$ cat src/rtl/cdb_pkg.sv
// Common-data-bus shared definitions.
// Widths, FU identifiers and the broadcast bundle.
package cdb_pkg;

  localparam int CDB_N_FU    = 8;
  localparam int CDB_PTR_W   = 3;
  localparam int CDB_DATA_W  = 64;
  localparam int CDB_REG_W   = 5;
  localparam int CDB_FU_ID_W = 4;
  localparam int CDB_ISS_W   = 32;

  localparam logic [CDB_FU_ID_W-1:0] FU_ALU0 = 4'd0;
  localparam logic [CDB_FU_ID_W-1:0] FU_MEM  = 4'd1;
  localparam logic [CDB_FU_ID_W-1:0] FU_ALU1 = 4'd2;
  localparam logic [CDB_FU_ID_W-1:0] FU_MUL  = 4'd3;
  localparam logic [CDB_FU_ID_W-1:0] FU_DIV  = 4'd4;
  localparam logic [CDB_FU_ID_W-1:0] FU_BR   = 4'd5;
  localparam logic [CDB_FU_ID_W-1:0] FU_FPU0 = 4'd6;
  localparam logic [CDB_FU_ID_W-1:0] FU_FPU1 = 4'd7;

  typedef struct packed {
    logic [CDB_DATA_W-1:0]  data;
    logic [CDB_REG_W-1:0]   reg_id;
    logic [CDB_FU_ID_W-1:0] fu_id;
    logic [CDB_ISS_W-1:0]   iss_id;
  } cdb_bcast_t;

endpackage

$ cat src/rtl/cdb_rr_pick.sv
// Circular priority encoder.
// First set req bit at or above ptr, wrapping to 0.
module cdb_rr_pick
  import cdb_pkg::*;
#(
  parameter int N     = CDB_N_FU,
  parameter int PTR_W = CDB_PTR_W
) (
  input  logic [N-1:0]     i_req,
  input  logic [PTR_W-1:0] i_ptr,
  output logic [N-1:0]     o_onehot,
  output logic [PTR_W-1:0] o_idx,
  output logic             o_any
);

  logic [PTR_W:0] w_j;

  // Scan N slots from ptr; explicit wrap keeps non-power-of-2 N correct
  always_comb begin
    o_onehot = '0;
    o_idx    = '0;
    o_any    = 1'b0;
    w_j      = '0;
    for (int k = 0; k < N; k++) begin
      w_j = {1'b0, i_ptr} + (PTR_W+1)'(k);
      if (w_j >= (PTR_W+1)'(N))
        w_j = w_j - (PTR_W+1)'(N);
      if (!o_any && i_req[w_j[PTR_W-1:0]]) begin
        o_any           = 1'b1;
        o_idx           = w_j[PTR_W-1:0];
        o_onehot[o_idx] = 1'b1;
      end
    end
  end

endmodule

$ cat src/rtl/cdb_arbiter.sv
// CDB responder: round-robin grant and registered re-broadcast.
// Ack is combinational; the bus is sampled only on grant cycles.
module cdb_arbiter
  import cdb_pkg::*;
#(
  parameter int N_FU   = CDB_N_FU,
  parameter int PTR_W  = CDB_PTR_W,
  parameter int DATA_W = CDB_DATA_W
) (
  input  logic                   clk,
  input  logic                   reset,
  input  logic [N_FU-1:0]        cdb_req,
  output logic [N_FU-1:0]        cdb_ack,
  input  logic                   rob_full,
  input  logic                   flush,
  input  logic [DATA_W-1:0]      cdb_data,
  input  logic [CDB_REG_W-1:0]   cdb_reg_id,
  input  logic [CDB_FU_ID_W-1:0] cdb_fu_id,
  input  logic [CDB_ISS_W-1:0]   cdb_iss_id,
  output logic                   bcast_valid,
  output logic [DATA_W-1:0]      bcast_data,
  output logic [CDB_REG_W-1:0]   bcast_reg_id,
  output logic [CDB_FU_ID_W-1:0] bcast_fu_id,
  output logic [CDB_ISS_W-1:0]   bcast_iss_id,
  output logic                   fu_id_err
);

  logic [PTR_W-1:0]       r_ptr;
  logic                   r_valid;
  logic [DATA_W-1:0]      r_data;
  logic [CDB_REG_W-1:0]   r_reg_id;
  logic [CDB_FU_ID_W-1:0] r_fu_id;
  logic [CDB_ISS_W-1:0]   r_iss_id;
  logic                   r_err;

  logic [N_FU-1:0]        w_onehot;
  logic [PTR_W-1:0]       w_idx;
  logic                   w_any;
  logic                   w_gnt_en;
  logic                   w_gnt;
  logic [CDB_FU_ID_W-1:0] w_gnt_id;

  cdb_rr_pick #(
    .N     (N_FU),
    .PTR_W (PTR_W)
  ) u_pick (
    .i_req    (cdb_req),
    .i_ptr    (r_ptr),
    .o_onehot (w_onehot),
    .o_idx    (w_idx),
    .o_any    (w_any)
  );

  assign w_gnt_en = !reset && !rob_full && !flush;
  assign w_gnt    = w_gnt_en && w_any;
  assign w_gnt_id = CDB_FU_ID_W'(w_idx);
  assign cdb_ack  = w_gnt ? w_onehot : '0;

  // Advance the pointer past the winner, wrapping at N_FU-1
  always_ff @(posedge clk) begin
    if (reset)
      r_ptr <= '0;
    else if (w_gnt)
      r_ptr <= (w_idx == PTR_W'(N_FU-1)) ? '0 : w_idx + PTR_W'(1);
  end

  // Capture the bus on grant; payload holds otherwise
  always_ff @(posedge clk) begin
    if (reset) begin
      r_valid  <= 1'b0;
      r_data   <= '0;
      r_reg_id <= '0;
      r_fu_id  <= '0;
      r_iss_id <= '0;
    end else begin
      r_valid <= w_gnt;
      if (w_gnt) begin
        r_data   <= cdb_data;
        r_reg_id <= cdb_reg_id;
        r_fu_id  <= w_gnt_id;
        r_iss_id <= cdb_iss_id;
      end
    end
  end

  // Sticky flag: FU drove an id that differs from the granted index
  always_ff @(posedge clk) begin
    if (reset)
      r_err <= 1'b0;
    else if (w_gnt && (cdb_fu_id != w_gnt_id))
      r_err <= 1'b1;
  end

  assign bcast_valid  = r_valid;
  assign bcast_data   = r_data;
  assign bcast_reg_id = r_reg_id;
  assign bcast_fu_id  = r_fu_id;
  assign bcast_iss_id = r_iss_id;
  assign fu_id_err    = r_err;

endmodule

$ cat config.mk
export PLATFORM = sky130hd
export DESIGN_NAME = cdb_arbiter
export DESIGN_NICKNAME = d
export VERILOG_FILES = /design/src/rtl/cdb_pkg.sv /design/src/rtl/cdb_rr_pick.sv /design/src/rtl/cdb_arbiter.sv
export SDC_FILE = /design/constraint.sdc
export NUM_CORES = 1
export LEC_CHECK = 0
export BUFFER_PORTS_ARGS = -buffer_cell sky130_fd_sc_hd__clkbuf_2
export CORE_ASPECT_RATIO = 0.7
export CORE_MARGIN = 2
export CORE_UTILIZATION = 43
export DETAILED_ROUTE_END_ITERATION = 8
export GPL_TIMING_DRIVEN = 1
export PLACE_DENSITY_LB_ADDON = 0.12
export SLEW_MARGIN = 10
export SYNTH_ARGS = -nofsm -noshare
export SYNTH_HDL_FRONTEND = slang
export SYNTH_SLANG_ARGS = --single-unit
$ cat constraint.sdc
create_clock -name clk -period 3.6 [get_ports clk]
set_clock_uncertainty 0.15 [all_clocks]
set_input_delay 0.36 -clock clk [delete_from_list [all_inputs] [get_ports clk]]
set_output_delay 0.36 -clock clk [all_outputs]
set_load 0.02 [all_outputs]
# Word-level counts from Yosys, hierarchy flattened
# Cells that the tools add are included.
# classes
addsub,16
n_lt_le_gt_ge,24
n_eq_ne,2
n_mux,66
n_bitwise,7
n_reduce_logical,29
# op_table
operator,n
$mux 8,9
$or 8x8->8,7
$mux 3,17
$lt 3x4->1 const B,8
$ge 4x4->1 const B,7
$bmux 1 s3,8
$demux 1 s3,8
$ge 3x1->1 const B,8
$mux 1,24
$sub 3x1->3 const B,8
$logic_and 1x1->1,19
$add 3x3->4 const B,4
$logic_not 1->1,10
$add 3x2->4 const B,2
$add 3x1->4 const B,1
$ge 3x4->1 const B,1
$ne 4x3->1,1
$add 3x1->3 const B,1
$eq 3x3->1 const B,1
# word_totals
ff_bits,109
output_inout_bits,115
word_cells,151

# Logic depth before layout (Yosys ltp)
# depth
depth_word,28
mapped_depth,15

# By module
# From an unflattened synthesis, not the netlist that was laid out.
# unflattened
cells_unflattened,637
area_unflattened_um2,5512.8
# modules_own_cells
module,n_inst,cells_each,area_per_inst_um2,seq_area_each_um2
cdb_arbiter,1,485,4166.5,2182.1
cdb_rr_pick,1,152,1346.3,0.0

# Worst setup path after synthesis
# No wires, ideal clock.
# synth_path
path_kind,reg-to-output
from,reg r_ptr[1]
to,out cdb_ack[5]
arrival_time_ps,3503
t_required_ps,3090
path_slack_ps,-413
path_stages_with_launch,13
path_cell_list,dfxtp_1 buf_6 buf_2 inv_1 ha_1 clkbuf_1 mux4_2 mux2_2 or4_1 nor3_2 and2_1 o21ai_0 a21oi_1
# synth_between
elab_chain_cells,28
word_cells_on_any_way,126
cone_classes,add/sub: 15; order compare: 24; mux: 57; bitwise: 7; reduce/logical: 23
# synth_rtl
element,line_no,rtl
"start, declared",cdb_arbiter.sv:28,logic [PTR_W-1:0] r_ptr;
"start signal, assigned",cdb_arbiter.sv:64,r_ptr <= (w_idx == PTR_W'(N_FU-1)) ? '0 : w_idx + PTR_W'(1);
"parallel branches: the longest is 27 deep, another holds $add 3x1->4",n/a,
$mux 8 (*),cdb_arbiter.sv:57,assign cdb_ack = w_gnt ? w_onehot : '0;
"end, declared",cdb_arbiter.sv:13,"output logic [N_FU-1:0] cdb_ack,"
# Mark *: on every way between the ends. The select of a mux whose other input is x is not followed.

# Worst setup path in the final report
# layout_path
from,reg r_ptr[1]
to,out cdb_ack[1]
# The elaborated chain is that of the path after synthesis.

==> results <==
- Setup repair after global routing could not meet its margin everywhere.
- The congestion estimate from routability-driven global placement came to 0.936.
- The floorplan step defined a die boundary enclosing 0.0132 mm^2.
- The initial antenna violation count was 0.
- At the end of the flow the core is filled with cells to 0.611.
- The detail-routed via count per cell is 5.22.
- The area of the mapped netlist is 0.00529 mm^2.
- The max-slew violation count is 0.
- The launch point of the worst hold path is cdb_data[47].
- The initial core utilization is 0.446.
- The ratio of cells with drive above 1 in the final layout is 0.391.
- Summing over every cut layer, the via total after detailed routing is 5482.
- The final routed DRC violation total is 0.
- The clock sink count is 109.
- Synthesis produced a netlist with a net count of 775.
- The first global-routing pass estimated 25.3 mm of wire.
- Setup violations remaining at the end of the flow were counted as 8.
- The H-tree depth is 3.
- For this block, the routed nets add up to 16.6 mm of wire.
- The placed instances occupy a cell area of 0.00663 mm^2.
- The number of library cell types mapped by synthesis is 60.
- Of all nets on the critical path, the largest fanout is 5.
- The core footprint is 0.0119 mm^2.
- The final critical path time including I/O delays and setup is 3.78 ns.
- The category of the worst setup path capture point is an output port.
- Of the synthesized area, sequential elements account for 0.412.
- The synthesized flop and latch total is 109.
- In the final routed layout, each cell accounts on average for 15.8 um.
- With fillers left out, the area of the finished cells amounts to 0.00724 mm^2.
- By startpoint and endpoint, the worst setup path is classified as flop to output port.
- Global routing finished with a remaining overflow of 0.
- By instance count, the leading cell after synthesis is sky130_fd_sc_hd__nand2_1.
- The sort of element at the start of the critical path is a flop.
- The worst voltage drop across the vdd grid is 0.227 mV.
- The x dimension of the die is 137 um.
- The number of nets with antenna violations after routing is 0.
- The average instance in the mapped netlist occupies 8.13 um^2.
- The number of instances in the synthesized netlist is 651.
- In the synthesized netlist the dominant register cell turns out to be sky130_fd_sc_hd__dfxtp_1.
- The clock reaches the later pin of the worst-skew pair after 0.34 ns.
- The total power density per cell area is 408 mW/mm^2.
- The first-iteration detailed-routing DRC count is 331.
- The run finished, with violations left.
- The worst register-to-register path begins at r_ptr[1].
- The number of antenna cells inserted is 0.
- For this run, the total global-route usage over all layers was measured as 0.239.
- The worst hold path passes through 3 cells.
- The part of the cycle the worst path needs is 1.05.
- The first detailed-routing pass took 5 iterations.
- In this run the core area contains 33 standard-cell rows.
- Of all cell types, the one taking the most synthesized area is sky130_fd_sc_hd__dfxtp_1.
- Buffers placed on the I/O ports in this run total 230.
- The clock tree buffer depth is 2.
- TritonCTS built the clock tree.
- The area overhead of the layout relative to synthesis is 36.9%.
- The highest achievable clock rate is 0.265 GHz.
- The capturing point of the worst reg2reg path is r_ptr[2].
- By count the netlist is led by sky130_fd_sc_hd__nand2_1 (221), sky130_fd_sc_hd__a21oi_1 (119), sky130_fd_sc_hd__dfxtp_1 (109), sky130_fd_sc_hd__clkbuf_1 (23), sky130_fd_sc_hd__mux2i_1 (14).
- The leakage power of the design is 3.10 nW.
- After clock tree synthesis, the clock-pin slew on the worst setup and hold paths is 0.08 ns.
- The count of yosys warnings during synthesis is 0.
- The largest net degree at the start of global routing is 56.
- The worst-case reg-to-reg path depth is 14.
- The measured slew at the worst slew-check pin is 0.610 ns.
- The final number of hold-violating endpoints was 0.
- The synthesized design contains 0 enable-type register cells.
- The area share of the largest cell type after synthesis is 0.412.
- The via count of the first global-routing pass came to 5050.
- The headroom to the max-slew limit is 0.593.
- 232 I/O pins were placed.
- The checks that failed: negative setup slack.
- Across all register-to-register paths, the minimum setup slack is 0.08 ns.
- The worst hold endpoint is bcast_data[47].
- The power consumption is 2.95 mW.
- Sorting the synthesized cells by area gives the leading types as sky130_fd_sc_hd__dfxtp_1 (41%), sky130_fd_sc_hd__nand2_1 (16%), sky130_fd_sc_hd__a21oi_1 (11%).
- Once detailed placement completed, the half-perimeter wirelength came to 12.4 mm.
- Data on the critical path is required at its endpoint by 3.09 ns.
- The worst hold path class is primary input to flop.
- The number of buffers inserted during clock tree synthesis is 9.
- The count of nets after finishing is 1013.
- After synthesis, the share of flip-flops with an asynchronous set or reset is 0.
- Max-cap violations in this run came to 0.
- The vertical die dimension is 96.8 um.
- The arrival time of the worst setup path is 3.27 ns.
- The clock root buffer is sky130_fd_sc_hd__clkbuf_16.
- Once routing completed, OpenROAD measured the worst setup slack at -0.177 ns.
[repair_timing]
action	in CTS	in global routing
gates resized for setup	44	5
buffers inserted	13	4
endpoints found under the hold margin	0	0
hold buffers	0	0
pin swaps	18	9
setup endpoints to repair	8	13
[state kept, by name (all words and copies together), names as in the netlist]
register	cells
bcast_valid	1
bcast_iss_id	32
bcast_fu_id	3
fu_id_err	1
r_ptr	3
bcast_data	64
bcast_reg_id	5
[critical path, stage by stage, from the launching register on]
cell and delay (ns):
sky130_fd_sc_hd__dfxtp_4 0.37, sky130_fd_sc_hd__inv_4 0.05, sky130_fd_sc_hd__ha_4 0.29, sky130_fd_sc_hd__mux4_2 0.54
sky130_fd_sc_hd__a211o_4 0.38, sky130_fd_sc_hd__a2bb2oi_4 0.15, sky130_fd_sc_hd__or4_4 0.51, sky130_fd_sc_hd__a311o_1 0.33
sky130_fd_sc_hd__a21oi_4 0.16, sky130_fd_sc_hd__clkbuf_8 0.15
[final cells by class]
type	instances	area, um^2
fillers	1081	4610
multi-input cells	484	2950
flip-flops and latches	109	2190
repair buffers	276	1580
clock buffers	10	229
well taps	157	196
clock inverters	6	55.1
inverters	9	41.3
[power by group]
group          internal, mW  switching (mW)  total, mW
sequential             1.25          0.0237       1.27
clock                 0.482           0.456      0.938
combinational         0.319           0.424      0.743
total                  2.05           0.903       2.95
[stage by stage]
step	TNS [ns]	worst slack, ns	cells	hold slack (ns)
2_1_floorplan	0	0.00454	651	0.346
3_3_place_gp	0	0.132	1018	0.291
3_5_place_dp	0	0.107	1018	0.295
4_1_cts	-0.923	-0.193	1047	0.0731
5_1_grt	-1.89	-0.269	1051	0.0788
6_report	-0.850	-0.177	1051	0.0825
[layer usage]
metal / GRT usage / part of all wire / vias to the layer above
met5: 0 / 0 / -
met4: 0.0617 / 0.016 / 0
met3: 0.0603 / 0.094 / 22
met2: 0.390 / 0.46 / 266
met1: 0.314 / 0.43 / 2493
li1: - / - / 2701
[layout by cell type, fill, tap and decap left out, types with 3 or more instances in the layout]
cell and n:
sky130_fd_sc_hd__a22oi_1 3, sky130_fd_sc_hd__nor3_4 4, sky130_fd_sc_hd__clkbuf_8 5, sky130_fd_sc_hd__clkbuf_2 221, sky130_fd_sc_hd__nand3_1 8, sky130_fd_sc_hd__dfxtp_1 107, sky130_fd_sc_hd__mux4_2 12, sky130_fd_sc_hd__clkbuf_16 9
sky130_fd_sc_hd__mux2i_1 11, sky130_fd_sc_hd__nand2_1 221, sky130_fd_sc_hd__xnor2_1 3, sky130_fd_sc_hd__buf_4 42, sky130_fd_sc_hd__a21oi_2 3, sky130_fd_sc_hd__inv_1 6, sky130_fd_sc_hd__mux2_2 5, sky130_fd_sc_hd__a21oi_1 116
sky130_fd_sc_hd__nor2_1 11, sky130_fd_sc_hd__ha_1 6, sky130_fd_sc_hd__buf_6 5, sky130_fd_sc_hd__nor3_1 6, sky130_fd_sc_hd__and2_4 3, sky130_fd_sc_hd__o21ai_0 5, sky130_fd_sc_hd__clkinv_4 3, sky130_fd_sc_hd__o211ai_1 5
[cell families after synthesis]
| group | Yosys count | share of synthesized area |
|---|---|---|
| AO/OA/AOI/OAI | 165 | 0.186 |
| XOR/XNOR | 6 | 0.00993 |
| adder cells (fa/ha/maj) | 7 | 0.0166 |
| buffers and inverters | 58 | 0.0629 |
| flip-flops | 109 | 0.412 |
| multiplexers | 34 | 0.100 |
| other | 1 | 0.000709 |
| AND/OR/NAND/NOR | 271 | 0.211 |
[how the worst max path moves through the flow]
stage,from,to,cells past startpoint
after detailed placement,r_ptr[1],cdb_ack[1],12
after CTS,r_ptr[1],cdb_ack[1],11
after global placement,r_ptr[1],cdb_ack[1],10
final,r_ptr[1],cdb_ack[1],9
after floorplan,r_ptr[1],cdb_ack[0],10
after global routing,r_ptr[1],cdb_ack[1],11
No activity file was read; power rests on OpenSTA's default activity.
